--- src/rtl/grade_accumulator_if.sv ---
// Score-entry bus between the switch/button front end and the grade accumulator.
interface grade_accumulator_if;
  logic [3:0] nota_in;
  logic       enter;
  logic       clear;
  logic [3:0] nota;
  logic       nota_valid;
  logic [3:0] count;
  logic       erro;

  // Driver side: switches and buttons.
  modport master (
    output nota_in, enter, clear,
    input  nota, nota_valid, count, erro
  );

  // Accumulator side.
  modport slave (
    input  nota_in, enter, clear,
    output nota, nota_valid, count, erro
  );
endinterface

--- src/rtl/grade_accumulator.sv ---
// Collects NUM_NOTAS partial scores (0..9), submitted by rising edges of an
// asynchronous enter switch, and produces their floor average.
module grade_accumulator #(
  parameter int unsigned NUM_NOTAS = 4
) (
  input  logic                clk_2,
  input  logic                reset,
  grade_accumulator_if.slave  bus
);

  localparam int unsigned ShiftW  = $clog2(NUM_NOTAS);
  localparam int unsigned SumW    = 4 + ShiftW;
  localparam logic [3:0]  LastCnt = 4'(NUM_NOTAS - 1);

  // Power-of-two averaging is done by shifting, so only 2, 4 and 8 are usable.
  if (!(NUM_NOTAS == 2 || NUM_NOTAS == 4 || NUM_NOTAS == 8)) begin : g_bad_num_notas
    $error("grade_accumulator: NUM_NOTAS must be 2, 4 or 8");
  end

  typedef enum logic [1:0] {StColeta, StCalcula, StPronto} state_e;

  logic            enter_s1_q, enter_s2_q, enter_hist_q;
  logic            submit;
  logic            nota_ok;
  state_e          state_q;
  logic [SumW-1:0] sum_q;
  logic [3:0]      count_q;
  logic [3:0]      nota_q;
  logic            nota_valid_q;
  logic            erro_q;

  // Two-flop synchronizer for enter plus a history flop for edge detection.
  always_ff @(posedge clk_2 or posedge reset) begin
    if (reset) begin
      enter_s1_q   <= 1'b0;
      enter_s2_q   <= 1'b0;
      enter_hist_q <= 1'b0;
    end else begin
      enter_s1_q   <= bus.enter;
      enter_s2_q   <= enter_s1_q;
      enter_hist_q <= enter_s2_q;
    end
  end

  assign submit  = enter_s2_q & ~enter_hist_q;
  assign nota_ok = (bus.nota_in <= 4'd9);

  // Collection FSM with registered outputs; clear overrides any submit.
  always_ff @(posedge clk_2 or posedge reset) begin
    if (reset) begin
      state_q      <= StColeta;
      sum_q        <= '0;
      count_q      <= '0;
      nota_q       <= '0;
      nota_valid_q <= 1'b0;
      erro_q       <= 1'b0;
    end else if (bus.clear) begin
      state_q      <= StColeta;
      sum_q        <= '0;
      count_q      <= '0;
      nota_q       <= '0;
      nota_valid_q <= 1'b0;
      erro_q       <= 1'b0;
    end else begin
      case (state_q)
        StColeta: begin
          if (submit) begin
            if (nota_ok) begin
              sum_q   <= sum_q + SumW'(bus.nota_in);
              count_q <= count_q + 4'd1;
              erro_q  <= 1'b0;
              if (count_q == LastCnt) begin
                state_q <= StCalcula;
              end
            end else begin
              erro_q <= 1'b1;
            end
          end
        end
        StCalcula: begin
          nota_q       <= 4'(sum_q >> ShiftW);
          nota_valid_q <= 1'b1;
          state_q      <= StPronto;
        end
        StPronto: begin
          // Result held until clear or reset; submits are ignored.
        end
        default: begin
          state_q <= StColeta;
        end
      endcase
    end
  end

  assign bus.nota       = nota_q;
  assign bus.nota_valid = nota_valid_q;
  assign bus.count      = count_q;
  assign bus.erro       = erro_q;

endmodule

--- src/flat_wrapper.sv ---
// flat-port wrapper written by rule: the top's interface ports become plain ports
module grade_accumulator_flat 
#(
  parameter int unsigned NUM_NOTAS = 4
)
  (clk_2, reset, bus_nota_in, bus_enter, bus_clear, bus_nota, bus_nota_valid, bus_count, bus_erro);
  grade_accumulator_if bus_i ();
  input  logic clk_2;
  input  logic reset;
  input wire logic [$bits(bus_i.nota_in)-1:0] bus_nota_in;
  input wire logic [$bits(bus_i.enter)-1:0] bus_enter;
  input wire logic [$bits(bus_i.clear)-1:0] bus_clear;
  output wire logic [$bits(bus_i.nota)-1:0] bus_nota;
  output wire logic [$bits(bus_i.nota_valid)-1:0] bus_nota_valid;
  output wire logic [$bits(bus_i.count)-1:0] bus_count;
  output wire logic [$bits(bus_i.erro)-1:0] bus_erro;
  assign bus_i.nota_in = bus_nota_in;
  assign bus_i.enter = bus_enter;
  assign bus_i.clear = bus_clear;
  assign bus_nota = bus_i.nota;
  assign bus_nota_valid = bus_i.nota_valid;
  assign bus_count = bus_i.count;
  assign bus_erro = bus_i.erro;
  grade_accumulator #(.NUM_NOTAS(NUM_NOTAS)) u_core (.clk_2(clk_2), .reset(reset), .bus(bus_i));
endmodule
--- config.mk ---
export PLATFORM = sky130hd
export DESIGN_NAME = grade_accumulator_flat
export DESIGN_NICKNAME = d
export VERILOG_FILES = /design/src/rtl/grade_accumulator_if.sv /design/src/rtl/grade_accumulator.sv /design/src/flat_wrapper.sv
export SDC_FILE = /design/constraint.sdc
export NUM_CORES = 1
export LEC_CHECK = 0
export CAP_MARGIN = 20
export CORE_MARGIN = 4
export CORE_UTILIZATION = 45
export DETAILED_ROUTE_END_ITERATION = 10
export PLACE_DENSITY = 0.72
export SLEW_MARGIN = 20
export SYNTH_ARGS = -nofsm -noshare
export SYNTH_HDL_FRONTEND = slang
export SYNTH_SLANG_ARGS = --single-unit
--- constraint.sdc ---
create_clock -name clk_2 -period 1.61 [get_ports clk_2]
set_input_delay 0.161 -clock clk_2 [delete_from_list [all_inputs] [get_ports clk_2]]
set_output_delay 0.161 -clock clk_2 [all_outputs]
set_load 0.01 [all_outputs]
==> flow_metrics.env <==
export IMPL_status="finished, violations left"
export IMPL_violations="setup timing"
export IMPL_postLayoutCoreUtil_pct=67.33
export IMPL_wl_mm=1.851
export IMPL_finalPower_mw=0.9448
export IMPL_p_leak_nw=0.6529
export IMPL_route_detailed_drc=0
export IMPL_vias=760
export IMPL_maxCapViolations=0
export IMPL_arrival_ps=1820
export IMPL_grt_first_pass_wirelength_mm=3.049
export IMPL_area_growth_pct=37.20
export IMPL_drt_initial_drc_count=9
export IMPL_min_path_type="in -> async"
export IMPL_setup_viol=1
export IMPL_avgSynthCellArea_um2=11.02
export IMPL_yosys_cell_types_count=29
export IMPL_numPortBuffers=17
export IMPL_cts_clk_slew_worst_paths_ps=120
export IMPL_synthTopCellsByArea="dfrtp_1 (53%), ha_1 (6.3%), mux2i_1 (5.0%), nor2_1 (4.2%), a21oi_1 (4.0%)"
export IMPL_fin_area_um2=1361
export IMPL_diodes=0
export IMPL_gr_usage_all_layers_pct=14.47
export IMPL_post_place_ws_ps=-300.1
export IMPL_grt_max_degree=22
export IMPL_path_delay_family="compound AO/OA/AOI/OAI gates"
export IMPL_antenna_found_initial=0
export IMPL_cts_tree="done"
export IMPL_cp_num_cells=5
export IMPL_yosysTopAreaCell="dfrtp_1"
export IMPL_pin_count=18
export IMPL_synth_area_um2=992.2
export IMPL_cpMaxStageDelayCell="dfrtp_1"
export IMPL_path_class="reg -> reg"
export IMPL_pwr_density_cell_nw_per_um2=694.0
export IMPL_placed_area_um2=1287
export IMPL_synth_common_cells="dfrtp_1 (21), nor2_1 (11), a21oi_1 (8)"
export IMPL_syn_instance_count=90
export IMPL_clock_path_buffers=2
export IMPL_dpl_cell_count=144
export IMPL_reg2reg_from="u_core.sum_q[1]$_DFFE_PP0P_"
export IMPL_dieArea_um2=3020
export IMPL_grt_pass1_vias=714
export IMPL_synth_seq_cells=21
export IMPL_required_ps=1810
export IMPL_clock_latency_ps=300
export IMPL_critPathCaptureType="register"
export IMPL_ys_flop_type="dfrtp_1"
export IMPL_slew_violations=0
export IMPL_period_needed_ps=1620
export IMPL_first_pass_iters=4
export IMPL_die_y_um=54.96
export IMPL_h_tree_depth=1
export IMPL_synth_warnings=0
export IMPL_startpoint_type="register"
export IMPL_reg2reg_to="u_core.sum_q[5]$_DFFE_PP0P_"
export IMPL_cts_buffers_inserted=3
export IMPL_finClkSkew_ps=3.854
export IMPL_hold_viol=0
export IMPL_worst_r2r_setup_slack_ps=-10
export IMPL_gp_congestion=0.8683
export IMPL_place_hpwl_mm=1.401
export IMPL_grt_ovfl_total=0
export IMPL_viasPerCell=5.135
export IMPL_routedWlPerCell_um=12.51
export IMPL_drive_above_1_share_pct=23.97
export IMPL_hold_ws_ps=169.9
export IMPL_setup_tns_ps=-9.712
export IMPL_path_cells="ha_4 > a211oi_4 > nor3_2 > o2111ai_2 > mux2_4"
export IMPL_fin_ws_ps=-9.712
export IMPL_slew_headroom_pct=76.33
export IMPL_instances_no_fill=148
export IMPL_ys_seq_area_share_pct=52.96
export IMPL_cp_startpoint="u_core.sum_q[1]$_DFFE_PP0P_"
export IMPL_ir_worst_vdd_v=0.0006653
export IMPL_tightest_slew_ps=353.6
export IMPL_rsz0062_at_grt="yes"
export IMPL_cts_root_buffer="clkbuf_4"
export IMPL_max_freq_mhz=617.4
export IMPL_numClockSinks=21
export IMPL_finalCritPeriodShare_pct=100.6
export IMPL_cp_num_buf_inv=0
export IMPL_rows=16
export IMPL_yosysMostFrequentCell="dfrtp_1"
export IMPL_synth_top_area_share_pct=52.96
export IMPL_start_util_pct=49.07
export IMPL_reg2reg_depth=5
export IMPL_core_area_um2=2022
export IMPL_cts_hold_buffers_added=0
export IMPL_num_nets_final=136
export IMPL_async_flop_share_pct=100.0
export IMPL_crit_end="u_core.sum_q[5]$_DFFE_PP0P_"
export IMPL_synth_nets=104
export IMPL_synth_edf_count=0
export IMPL_critPathMaxFanout=2
export IMPL_ant_nets=0
export IMPL_cpPeakStageDelay_ps=420
export IMPL_fp_dieW_um=54.96
-- cell usage in the layout, fill, tap and decap left out --
cell type        count
clkinv_2             1
ha_2                 2
clkdlybuf4s50_1     17
ha_4                 1
nor2_1              11
fa_2                 1
nor4_1               1
and3_1               1
mux2_4               1
nor3_2               1
or2b_1               1
o21ai_1              2
or3_1                1
mux2i_1              5
clkbuf_4             3
inv_1                4
a211oi_4             1
o2111ai_2            1
nor3_1               1
nand3_1              5
a21oi_2              2
nand2b_1             1
o21ai_0              1
xor2_1               4
buf_4               13
nand2_1              4
nand2_4              1
ha_1                 2
or3b_1               1
nor4b_4              1
a21o_1               1
nor2b_1              1
a21oi_1              7
dfrtp_1             21
-- routing by layer --
layer  track usage (%)  routed length [um]
met5                 0                   0
met4             4.858                  10
met3             4.826                  84
met2             22.64                 958
met1             18.83                 798
-- cell type report --
class                   instances  area [um2]
well taps                      27       33.78
flip-flops and latches         21       525.5
repair buffers                 30       267.8
fillers                       160       660.6
inverters                       4       15.01
multi-input cells              62       491.7
clock buffers                   3       22.52
clock inverters                 1       5.005
-- worst min path at each step --
| stage | start | end | slack (ps) | depth (start not counted) |
|---|---|---|---|---|
| floorplan | reset | u_core.bus.count[0]$_DFFE_PP0P_ | 140 | 1 |
| global placement | u_core.enter_s1_q$_DFF_PP0_ | u_core.enter_s2_q$_DFF_PP0_ | 330 | 0 |
| detailed placement | u_core.enter_s1_q$_DFF_PP0_ | u_core.enter_s2_q$_DFF_PP0_ | 340 | 0 |
| CTS | reset | u_core.bus.nota[0]$_DFFE_PP0P_ | 170 | 3 |
| global route | reset | u_core.bus.nota[0]$_DFFE_PP0P_ | 170 | 3 |
| finish | reset | u_core.bus.count[1]$_DFFE_PP0P_ | 170 | 3 |
-- power breakdown --
part | switching [mW] | internal, mW | total, mW
sequential | 0.00960 | 0.540 | 0.549
combinational | 0.0705 | 0.0749 | 0.145
clock | 0.158 | 0.0926 | 0.250
total | 0.238 | 0.707 | 0.945
-- timing repair --
| action | 4_1_cts | 5_1_grt |
|---|---|---|
| pin swaps | 0 | 9 |
| cloned | 0 | 0 |
| buffers inserted | 0 | 1 |
| hold endpoints to repair | 0 | 0 |
| gates resized for setup | 1 | 9 |
| setup endpoints to repair | 2 | 3 |
-- registers in the layout, indices dropped and copies added, names as in the netlist, 2 cells and up --
signal            count
u_core.sum_q          6
u_core.bus.count      4
u_core.bus.nota       4
u_core.state_q        2
-- cells by family (layout without fill, tap and decap cells) --
family | Yosys count | after routing | synth area share (%)
buffers and inverters | 7 | 38 | 2.648
XOR/XNOR | 4 | 4 | 3.531
multiplexers | 6 | 6 | 6.179
AND/OR/NAND/NOR | 31 | 31 | 17.53
adder cells (fa/ha/maj) | 6 | 6 | 8.323
flip-flops | 21 | 21 | 52.96
AO/OA/AOI/OAI | 15 | 15 | 8.828
-- worst reg2reg max path, cell delays in order, from the launching register on --
cell	delay, ps
dfrtp_1	420
ha_4	230
a211oi_4	250
nor3_2	90
o2111ai_2	210
mux2_4	320
No activity file was read; power rests on OpenSTA's default activity.
